==> src/rtl/apb_pkg.sv <==
// rtl/apb_pkg.sv - shared types and widths for the APB master bridge
package apb_pkg;

  localparam int APB_DATA_W = 32;
  localparam int APB_STRB_W = 4;

  typedef enum logic [1:0] {
    IDLE,
    SETUP,
    ACCESS,
    RESP
  } apb_state_e;

  typedef struct packed {
    logic [APB_DATA_W-1:0] rdata;
    logic                  err;
    logic                  timeout;
  } apb_rsp_t;

endpackage

==> src/rtl/apb_master_32bit_if.sv <==
// rtl/apb_master_32bit_if.sv - request/response channels and APB bus of the master bridge
interface apb_master_32bit_if #(
  parameter int AddrBits = 32
) ();
  import apb_pkg::*;

  // request channel
  logic                  req_valid;
  logic                  req_ready;
  logic [AddrBits-1:0]   req_addr;
  logic                  req_write;
  logic [APB_DATA_W-1:0] req_wdata;
  logic [APB_STRB_W-1:0] req_strb;

  // response channel
  logic                  rsp_valid;
  logic                  rsp_ready;
  logic [APB_DATA_W-1:0] rsp_rdata;
  logic                  rsp_err;
  logic                  rsp_timeout;

  // APB bus
  logic [AddrBits-1:0]   p_addr;
  logic                  p_write;
  logic [APB_DATA_W-1:0] p_wdata;
  logic [APB_STRB_W-1:0] p_strb;
  logic                  p_sel;
  logic                  p_enable;
  logic [APB_DATA_W-1:0] p_rdata;
  logic                  p_ready;
  logic                  p_slverr;

  modport master (
    input  req_valid, req_addr, req_write, req_wdata, req_strb,
    output req_ready,
    output rsp_valid, rsp_rdata, rsp_err, rsp_timeout,
    input  rsp_ready,
    output p_addr, p_write, p_wdata, p_strb, p_sel, p_enable,
    input  p_rdata, p_ready, p_slverr
  );

  modport slave (
    output req_valid, req_addr, req_write, req_wdata, req_strb,
    input  req_ready,
    input  rsp_valid, rsp_rdata, rsp_err, rsp_timeout,
    output rsp_ready,
    input  p_addr, p_write, p_wdata, p_strb, p_sel, p_enable,
    output p_rdata, p_ready, p_slverr
  );

endinterface

==> src/rtl/apb_master_32bit.sv <==
// rtl/apb_master_32bit.sv - single-outstanding APB master with wait states, error forwarding and ACCESS timeout
module apb_master_32bit
  import apb_pkg::*;
#(
  parameter int AddrBits      = 32,
  parameter int TimeoutCycles = 16
) (
  input logic               p_clk,
  input logic               p_resetn,
  apb_master_32bit_if.master bus
);

  localparam int             CntW    = $clog2(TimeoutCycles + 1);
  localparam logic [CntW-1:0] CntLast = CntW'(TimeoutCycles - 1);

  apb_state_e            state_q;
  logic [CntW-1:0]       cnt_q;
  logic [CntW-1:0]       cnt_d;
  logic                  timeout_hit;
  apb_rsp_t              rsp_q;
  logic                  rsp_valid_q;

  logic [AddrBits-1:0]   p_addr_q;
  logic                  p_write_q;
  logic [APB_DATA_W-1:0] p_wdata_q;
  logic [APB_STRB_W-1:0] p_strb_q;
  logic                  p_sel_q;
  logic                  p_enable_q;

  // next wait-state count and the last-allowed-ACCESS-cycle detect
  always_comb begin
    cnt_d       = cnt_q + CntW'(1);
    timeout_hit = (cnt_q == CntLast);
  end

  // transfer FSM; every bus and response output is a register
  always_ff @(posedge p_clk) begin
    if (!p_resetn) begin
      state_q     <= IDLE;
      cnt_q       <= '0;
      rsp_q       <= '0;
      rsp_valid_q <= 1'b0;
      p_addr_q    <= '0;
      p_write_q   <= 1'b0;
      p_wdata_q   <= '0;
      p_strb_q    <= '0;
      p_sel_q     <= 1'b0;
      p_enable_q  <= 1'b0;
    end else begin
      case (state_q)
        IDLE: begin
          if (bus.req_valid) begin
            // reads put zero on the write lanes so the slave never sees stale strobes
            p_addr_q   <= bus.req_addr;
            p_write_q  <= bus.req_write;
            p_wdata_q  <= bus.req_write ? bus.req_wdata : '0;
            p_strb_q   <= bus.req_write ? bus.req_strb : '0;
            p_sel_q    <= 1'b1;
            p_enable_q <= 1'b0;
            state_q    <= SETUP;
          end
        end
        SETUP: begin
          p_enable_q <= 1'b1;
          cnt_q      <= '0;
          state_q    <= ACCESS;
        end
        ACCESS: begin
          // a slave completion in the last allowed cycle beats the timeout
          if (bus.p_ready) begin
            rsp_q.rdata   <= p_write_q ? '0 : bus.p_rdata;
            rsp_q.err     <= bus.p_slverr;
            rsp_q.timeout <= 1'b0;
            p_sel_q       <= 1'b0;
            p_enable_q    <= 1'b0;
            rsp_valid_q   <= 1'b1;
            state_q       <= RESP;
          end else if (timeout_hit) begin
            rsp_q.rdata   <= '0;
            rsp_q.err     <= 1'b1;
            rsp_q.timeout <= 1'b1;
            p_sel_q       <= 1'b0;
            p_enable_q    <= 1'b0;
            rsp_valid_q   <= 1'b1;
            state_q       <= RESP;
          end else begin
            cnt_q <= cnt_d;
          end
        end
        RESP: begin
          if (bus.rsp_ready) begin
            rsp_valid_q <= 1'b0;
            state_q     <= IDLE;
          end
        end
        default: state_q <= IDLE;
      endcase
    end
  end

  assign bus.req_ready   = (state_q == IDLE) && p_resetn;
  assign bus.rsp_valid   = rsp_valid_q;
  assign bus.rsp_rdata   = rsp_q.rdata;
  assign bus.rsp_err     = rsp_q.err;
  assign bus.rsp_timeout = rsp_q.timeout;
  assign bus.p_addr      = p_addr_q;
  assign bus.p_write     = p_write_q;
  assign bus.p_wdata     = p_wdata_q;
  assign bus.p_strb      = p_strb_q;
  assign bus.p_sel       = p_sel_q;
  assign bus.p_enable    = p_enable_q;

endmodule

==> src/flat_wrapper.sv <==
// flat-port wrapper written by rule: the top's interface ports become plain ports
module apb_master_32bit_flat import apb_pkg::*;
#(
  parameter int AddrBits      = 32,
  parameter int TimeoutCycles = 16
)
  (p_clk, p_resetn, bus_req_valid, bus_req_addr, bus_req_write, bus_req_wdata, bus_req_strb, bus_req_ready, bus_rsp_valid, bus_rsp_rdata, bus_rsp_err, bus_rsp_timeout, bus_rsp_ready, bus_p_addr, bus_p_write, bus_p_wdata, bus_p_strb, bus_p_sel, bus_p_enable, bus_p_rdata, bus_p_ready, bus_p_slverr);
  apb_master_32bit_if #(.AddrBits(AddrBits)) bus_i ();
  input logic p_clk;
  input logic p_resetn;
  input wire logic [$bits(bus_i.req_valid)-1:0] bus_req_valid;
  input wire logic [$bits(bus_i.req_addr)-1:0] bus_req_addr;
  input wire logic [$bits(bus_i.req_write)-1:0] bus_req_write;
  input wire logic [$bits(bus_i.req_wdata)-1:0] bus_req_wdata;
  input wire logic [$bits(bus_i.req_strb)-1:0] bus_req_strb;
  output wire logic [$bits(bus_i.req_ready)-1:0] bus_req_ready;
  output wire logic [$bits(bus_i.rsp_valid)-1:0] bus_rsp_valid;
  output wire logic [$bits(bus_i.rsp_rdata)-1:0] bus_rsp_rdata;
  output wire logic [$bits(bus_i.rsp_err)-1:0] bus_rsp_err;
  output wire logic [$bits(bus_i.rsp_timeout)-1:0] bus_rsp_timeout;
  input wire logic [$bits(bus_i.rsp_ready)-1:0] bus_rsp_ready;
  output wire logic [$bits(bus_i.p_addr)-1:0] bus_p_addr;
  output wire logic [$bits(bus_i.p_write)-1:0] bus_p_write;
  output wire logic [$bits(bus_i.p_wdata)-1:0] bus_p_wdata;
  output wire logic [$bits(bus_i.p_strb)-1:0] bus_p_strb;
  output wire logic [$bits(bus_i.p_sel)-1:0] bus_p_sel;
  output wire logic [$bits(bus_i.p_enable)-1:0] bus_p_enable;
  input wire logic [$bits(bus_i.p_rdata)-1:0] bus_p_rdata;
  input wire logic [$bits(bus_i.p_ready)-1:0] bus_p_ready;
  input wire logic [$bits(bus_i.p_slverr)-1:0] bus_p_slverr;
  assign bus_i.req_valid = bus_req_valid;
  assign bus_i.req_addr = bus_req_addr;
  assign bus_i.req_write = bus_req_write;
  assign bus_i.req_wdata = bus_req_wdata;
  assign bus_i.req_strb = bus_req_strb;
  assign bus_req_ready = bus_i.req_ready;
  assign bus_rsp_valid = bus_i.rsp_valid;
  assign bus_rsp_rdata = bus_i.rsp_rdata;
  assign bus_rsp_err = bus_i.rsp_err;
  assign bus_rsp_timeout = bus_i.rsp_timeout;
  assign bus_i.rsp_ready = bus_rsp_ready;
  assign bus_p_addr = bus_i.p_addr;
  assign bus_p_write = bus_i.p_write;
  assign bus_p_wdata = bus_i.p_wdata;
  assign bus_p_strb = bus_i.p_strb;
  assign bus_p_sel = bus_i.p_sel;
  assign bus_p_enable = bus_i.p_enable;
  assign bus_i.p_rdata = bus_p_rdata;
  assign bus_i.p_ready = bus_p_ready;
  assign bus_i.p_slverr = bus_p_slverr;
  apb_master_32bit #(.AddrBits(AddrBits), .TimeoutCycles(TimeoutCycles)) u_core (.p_clk(p_clk), .p_resetn(p_resetn), .bus(bus_i));
endmodule
==> config.mk <==
export PLATFORM = sky130hd
export DESIGN_NAME = apb_master_32bit_flat
export DESIGN_NICKNAME = d
export VERILOG_FILES = /design/src/rtl/apb_pkg.sv /design/src/rtl/apb_master_32bit_if.sv /design/src/rtl/apb_master_32bit.sv /design/src/flat_wrapper.sv
export SDC_FILE = /design/constraint.sdc
export NUM_CORES = 1
export LEC_CHECK = 0
export ABC_AREA = 1
export BUFFER_PORTS_ARGS = -buffer_cell sky130_fd_sc_hd__buf_2
export CAP_MARGIN = 20
export CORE_AREA = 2 2 126 79
export DETAILED_ROUTE_END_ITERATION = 10
export DIE_AREA = 0 0 128 81
export MAX_ROUTING_LAYER = met4
export PLACE_DENSITY_LB_ADDON = 0.15
export SLEW_MARGIN = 20
export SYNTH_ARGS = -nofsm -noshare
export SYNTH_HDL_FRONTEND = slang
export SYNTH_SLANG_ARGS = --single-unit
==> constraint.sdc <==
create_clock -name p_clk -period 4 [get_ports p_clk]
set_input_delay 0.8 -clock p_clk [delete_from_list [all_inputs] [get_ports p_clk]]
set_output_delay 0.8 -clock p_clk [all_outputs]
set_load 0.1 [all_outputs]
==> results of run 1 <==
## synth_stat cells
cell type / number
nor2_1: 114
a21boi_0: 1
o21ai_1: 22
o21ai_0: 44
a21oi_1: 44
buf_4: 4
buf_2: 11
a21oi_4: 1
inv_2: 4
nand2_1: 131
buf_6: 8
inv_1: 13
o21a_1: 1
nand4_1: 3
ha_1: 8
nand3b_1: 1
nor2_8: 1
nand2_4: 1
nand3_1: 38
dfxtp_1: 113
clkbuf_1: 17
## registers in the layout (all words and copies together) (netlist names)
signal / flops
u_core.bus.p_wdata: 32
u_core.cnt_q: 5
u_core.state_q: 2
u_core.bus.p_strb: 4
u_core.bus.rsp_err: 1
u_core.bus.p_enable: 1
u_core.bus.rsp_valid: 1
u_core.bus.p_sel: 1
u_core.bus.p_write: 1
u_core.bus.rsp_rdata: 32
u_core.bus.rsp_timeout: 1
u_core.bus.p_addr: 32
## stage by stage
step                setup slack (ns)  total power [mW]  hold slack (ns)
finish                          1.47              5.71            0.460
global route                    1.37              5.94            0.476
CTS                             1.45              5.74            0.461
detailed placement              1.50              4.04            0.452
global placement                1.58              4.01            0.448
floorplan                       1.50              3.68            0.457
## critical path, delay by kind of cell (launching register included)
kind | cells | cell delay, ns
buffers and inverters | 3 | 0.60
adders and majority gates | 1 | 0.31
DFF | 1 | 0.35
and+or+nand+nor | 1 | 0.08
## power breakdown
part / switching, mW / internal (mW)
combinational: 2.15 / 0.394
clock: 0.513 / 1.17
sequential: 0.118 / 1.36
## cell type report
cell class	instances	area (um^2)
clock inverter	9	176
tap	120	150
fill	839	3320
clock buffer	23	488
sequential	113	2260
multi-input combinational	410	1850
timing repair buffer	215	1080
inverter	17	66.3
## per-layer routing
layer | vias to the layer above | global-route usage (%)
met5 | - | -
met4 | 0 | 8.90
met3 | 10 | 6.65
met2 | 143 | 38.1
met1 | 2014 | 27.0
li1 | 2261 | -
## logic make-up (layout without fill, tap and decap cells)
family | after synthesis | count (layout) | share of synthesized area (%)
AND/OR/NAND/NOR | 289 | 289 | 26.4
buffers and inverters | 57 | 264 | 6.86
adder cells (fa/ha/maj) | 8 | 8 | 2.27
flip-flops | 113 | 113 | 51.2
AO/OA/AOI/OAI | 113 | 113 | 13.2
## final timing paths
kind	cells past startpoint	slack, ns	endpoint
setup / recovery	5	1.47	bus_req_ready
hold / removal	2	0.46	u_core.bus.p_wdata[5]
setup reg to reg	6	1.75	u_core.bus.p_write
hold reg to reg	2	0.46	u_core.bus.p_wdata[5]
==> impl_metrics.env, run 1 <==
export IMPL_clk_latency_ns=0.40
export IMPL_grt_max_degree=74
export IMPL_antenna_found_initial=0
export IMPL_cts_tree="done"
export IMPL_clockBufferDepth=2
export IMPL_run_status="finished clean"
export IMPL_clock_sinks=113
export IMPL_finalMaxSlewViolations=0
export IMPL_root_buffer="clkbuf_16"
export IMPL_p_per_area_nw_per_um2=940
export IMPL_required_ns=3.20
export IMPL_yosysTopAreaCell="dfxtp_1"
export IMPL_syn_to_final_growth_pct=37.6
export IMPL_placed_area_um2=5410
export IMPL_cap_viol_max_count=0
export IMPL_h_tree_depth=4
export IMPL_final_cell_mix="buf_2, nand2_1, nor2_1"
export IMPL_grt_pass1_vias=4042
export IMPL_slowest_stage="buf_2"
export IMPL_nNetsFinal=889
export IMPL_wl_met3_um=869
export IMPL_clock_skew_ns=0.0107
export IMPL_tightest_slew_ns=0.947
export IMPL_grt_use_total_pct=23.1
export IMPL_cpPeakStageDelay_ns=0.41
export IMPL_finalNonFillerCells=907
export IMPL_ys_warn_count=0
export IMPL_grt_pass1_wl_mm=18.3
export IMPL_crit_type="reg -> out"
export IMPL_ctsHoldBuffers=0
export IMPL_rsz0062_at_grt="false"
export IMPL_fin_crit_sh_pct=63.3
export IMPL_fin_setup_tns_ns=0
export IMPL_dieWidth_um=128
export IMPL_die_h_um=81
export IMPL_crit_path_end_kind="output pin"
export IMPL_drt_wl_total_mm=11.7
export IMPL_clk_pin_slew_ns=0.05
export IMPL_gp_congestion=0.812
export IMPL_min_path_type="reg -> reg"
export IMPL_cp_max_fo=5
export IMPL_hold_viol=0
export IMPL_ys_types=21
export IMPL_ios=214
export IMPL_post_cts_buffers=0
export IMPL_routed_wl_met2_mm=5.53
export IMPL_cpMostUsedCell="inv_1"
export IMPL_vias_per_cell=4.88
export IMPL_grt_ovfl_total=0
export IMPL_syn_area_um2=4410
export IMPL_routed_top_layer="met4"
export IMPL_post_route_util_pct=64.7
export IMPL_hold_start="u_core.bus.p_wdata[5]"
export IMPL_dpl_cell_count=875
export IMPL_dp_hpwl_mm=7.90
export IMPL_maxSlewHeadroom_pct=36.8
export IMPL_ant_nets=0
export IMPL_syn_nets=695
export IMPL_wirelength_met1_mm=5.18
export IMPL_synth_cells=580
export IMPL_drtIter0Drc=225
export IMPL_cp_arrival_ns=1.73
export IMPL_min_period_ns=2.53
export IMPL_core_area_um2=9390
export IMPL_cts_made_buffers=17
export IMPL_numPortBuffers=213
export IMPL_initial_core_util_pct=47.0
export IMPL_vias=4428
export IMPL_r2r_start="u_core.state_q[0]"
export IMPL_wl_per_cell_um=12.9
export IMPL_cp_start_kind="register"
export IMPL_crit_start="u_core.state_q[0]"
export IMPL_synth_top_cell_area_share_pct=51.2
export IMPL_dr_pass1_iters=4
export IMPL_seq_area_frac_synth_pct=51.2
export IMPL_row_count=28
export IMPL_p_leak_nw=2.95
export IMPL_postSynthAreaPerCell_um2=7.61
export IMPL_irDropWorstVdd_v=0.000430
export IMPL_final_layout_size_suffix_gt1_share_pct=32.0
export IMPL_ys_seq_elements=113
export IMPL_setup_viol=0
export IMPL_design_area_um2=6070
export IMPL_cts_resized=0
export IMPL_drc_errors=0
export IMPL_path_cells="inv_1 > ha_1 > nand2_1 > inv_1 > buf_2"
export IMPL_fmaxAchievable_mhz=395
export IMPL_diodes=0
export IMPL_synthTopCellsByArea="dfxtp_1, nand2_1, nor2_1, a21oi_1, o21ai_0"
export IMPL_die_area_um2=10400
export IMPL_layout_commonest_cell="buf_2"
Note: power is estimated with default switching activity, not from simulation.
==> inputs of run 2 (changes only) <==
--- a/config.mk
+++ b/config.mk
@@ -8,9 +8,9 @@
 export ABC_AREA = 1
 export BUFFER_PORTS_ARGS = -buffer_cell sky130_fd_sc_hd__buf_2
 export CAP_MARGIN = 20
-export CORE_AREA = 2 2 126 79
+export CORE_AREA = 2 2 130 81
 export DETAILED_ROUTE_END_ITERATION = 10
-export DIE_AREA = 0 0 128 81
+export DIE_AREA = 0 0 132 83
 export MAX_ROUTING_LAYER = met4
 export PLACE_DENSITY_LB_ADDON = 0.15
 export SLEW_MARGIN = 20
==> constraint.sdc (replaced) <==
create_clock -name p_clk -period 2.51 [get_ports p_clk]
set_input_delay 0.502 -clock p_clk [delete_from_list [all_inputs] [get_ports p_clk]]
set_output_delay 0.502 -clock p_clk [all_outputs]
set_load 0.1 [all_outputs]
==> impl_metrics.env, run 2 (synthesis results as in run 1) <==
export IMPL_p_leak_nw=2.92
export IMPL_fin_crit_sh_pct=87.7
export IMPL_cts_made_buffers=17
export IMPL_p_per_area_nw_per_um2=1450
export IMPL_numPortBuffers=213
export IMPL_rsz0062_at_grt="false"
export IMPL_wl_per_cell_um=12.7
export IMPL_cp_start_kind="register"
export IMPL_p_switching_mw=4.45
export IMPL_gp_congestion=0.796
export IMPL_vias_per_cell=4.80
export IMPL_die_h_um=83
export IMPL_h_tree_depth=4
export IMPL_min_period_ns=2.20
export IMPL_min_path_type="in -> reg"
export IMPL_layout_commonest_cell="buf_2"
export IMPL_syn_to_final_growth_pct=37.5
export IMPL_run_status="finished clean"
export IMPL_cts_resized=0
export IMPL_swShare_pct=50.5
export IMPL_dieWidth_um=132
export IMPL_ctsHoldBuffers=0
export IMPL_dr_pass1_iters=4
export IMPL_drc_errors=0
export IMPL_antenna_found_initial=1
export IMPL_crit_path_end_kind="output pin"
export IMPL_clk_latency_ns=0.40
export IMPL_nNetsFinal=892
export IMPL_post_cts_buffers=0
export IMPL_cp_arrival_ns=1.70
export IMPL_cp_max_fo=5
export IMPL_drtIter0Drc=248
export IMPL_clockBufferDepth=2
export IMPL_grt_pass1_wl_mm=18.6
export IMPL_drt_wl_total_mm=11.7
export IMPL_core_area_um2=9700
export IMPL_die_area_um2=11000
export IMPL_required_ns=2.01
export IMPL_finalPower_mw=8.82
export IMPL_final_cell_mix="buf_2, nand2_1, nor2_1"
export IMPL_ios=214
export IMPL_fmaxAchievable_mhz=454
export IMPL_row_count=28
export IMPL_clk_pin_slew_ns=0.06
export IMPL_crit_type="reg -> out"
export IMPL_clock_sinks=113
export IMPL_maxSlewHeadroom_pct=35.8
export IMPL_setup_viol=0
export IMPL_dp_hpwl_mm=8.21
export IMPL_post_route_util_pct=62.5
export IMPL_ant_nets=0
export IMPL_fillers=892
export IMPL_hold_viol=0
export IMPL_grt_ovfl_total=0
export IMPL_clock_skew_ns=0.00993
export IMPL_intPower_mw=4.36
export IMPL_initial_core_util_pct=45.5
export IMPL_root_buffer="clkbuf_16"
export IMPL_hold_start="bus_req_wdata[9]"
export IMPL_grt_use_total_pct=21.4
export IMPL_final_layout_size_suffix_gt1_share_pct=32.4
export IMPL_r2r_start="u_core.state_q[1]"
export IMPL_fin_setup_tns_ns=0
export IMPL_grt_pass1_vias=4036
export IMPL_cts_tree="done"
export IMPL_grt_max_degree=67
export IMPL_comb_power_share_pct=46.2
export IMPL_crit_start="u_core.state_q[1]"
export IMPL_finalMaxSlewViolations=0
export IMPL_tightest_slew_ns=0.962
export IMPL_vias=4443
export IMPL_irDropWorstVdd_v=0.000701
export IMPL_cap_viol_max_count=0
export IMPL_pwr_share_clk_pct=27.0
export IMPL_pwr_share_seq_pct=26.7
==> run 2: cell types whose count changed in the layout (fill, tap and decap cells not counted), sizes merged <==
cell / change
clkinv: +2
inv: +1
clkinvlp: +4
buf: +3
diode: +1
bufinv: -2
clkbuf: -5
==> run 2: path summary, 6_finish.rpt <==
check / to / slack, ns / depth (start not counted)
max reg2reg: u_core.bus.p_write / 0.59 / 6
min: u_core.bus.p_wdata[9] / 0.35 / 3
max: bus_req_ready / 0.31 / 5
min reg2reg: u_core.bus.p_wdata[25] / 0.46 / 2
==> run 2: worst max-delay path: stages (launching register included) <==
cell and delay, ns:
dfxtp_1 0.36, inv_1 0.12, ha_1 0.27, nand2_1 0.08
inv_1 0.06, buf_2 0.42
==> run 2: final cells by class <==
class	count	area (um^2)	area share (%)
diodes	1	2.50	0.0412
clock buffers	18	429	7.07
clock inverters	14	165	2.72
inverters	17	63.8	1.05
multi-input cells	410	1850	30.5
flip-flops and latches	113	2260	37.3
well taps	135	169	2.78
repair buffers	218	1130	18.6
==> run 2: metrics by stage <==
stage	instances	hold slack, ns	cell area [um^2]	setup WS (ns)
floorplan	580	0.457	4410	0.604
global placement	893	0.447	5470	0.651
detailed placement	893	0.454	5470	0.607
CTS	925	0.335	6070	0.299
global route	926	0.339	6070	0.185
finish	926	0.346	6070	0.309
==> run 2: per-layer routing <==
metal | vias to the layer above | routed length (um) | global-route usage (%)
met5 | - | 0 | -
met4 | 0 | 155 | 7.81
met3 | 19 | 944 | 7.45
met2 | 165 | 5240 | 32.5
met1 | 1995 | 5380 | 26.5
li1 | 2264 | - | -
==> run 2: power groups by stage <==
stage / Combinational (mW) / Sequential (mW) / Clock [mW]
2_1_floorplan: 0.989 / 4.88 / 0
3_3_place_gp: 4.04 / 2.37 / 0
3_5_place_dp: 4.08 / 2.39 / 0
4_1_cts: 4.09 / 2.35 / 2.42
5_1_grt: 4.28 / 2.40 / 2.51
6_report: 4.08 / 2.35 / 2.38
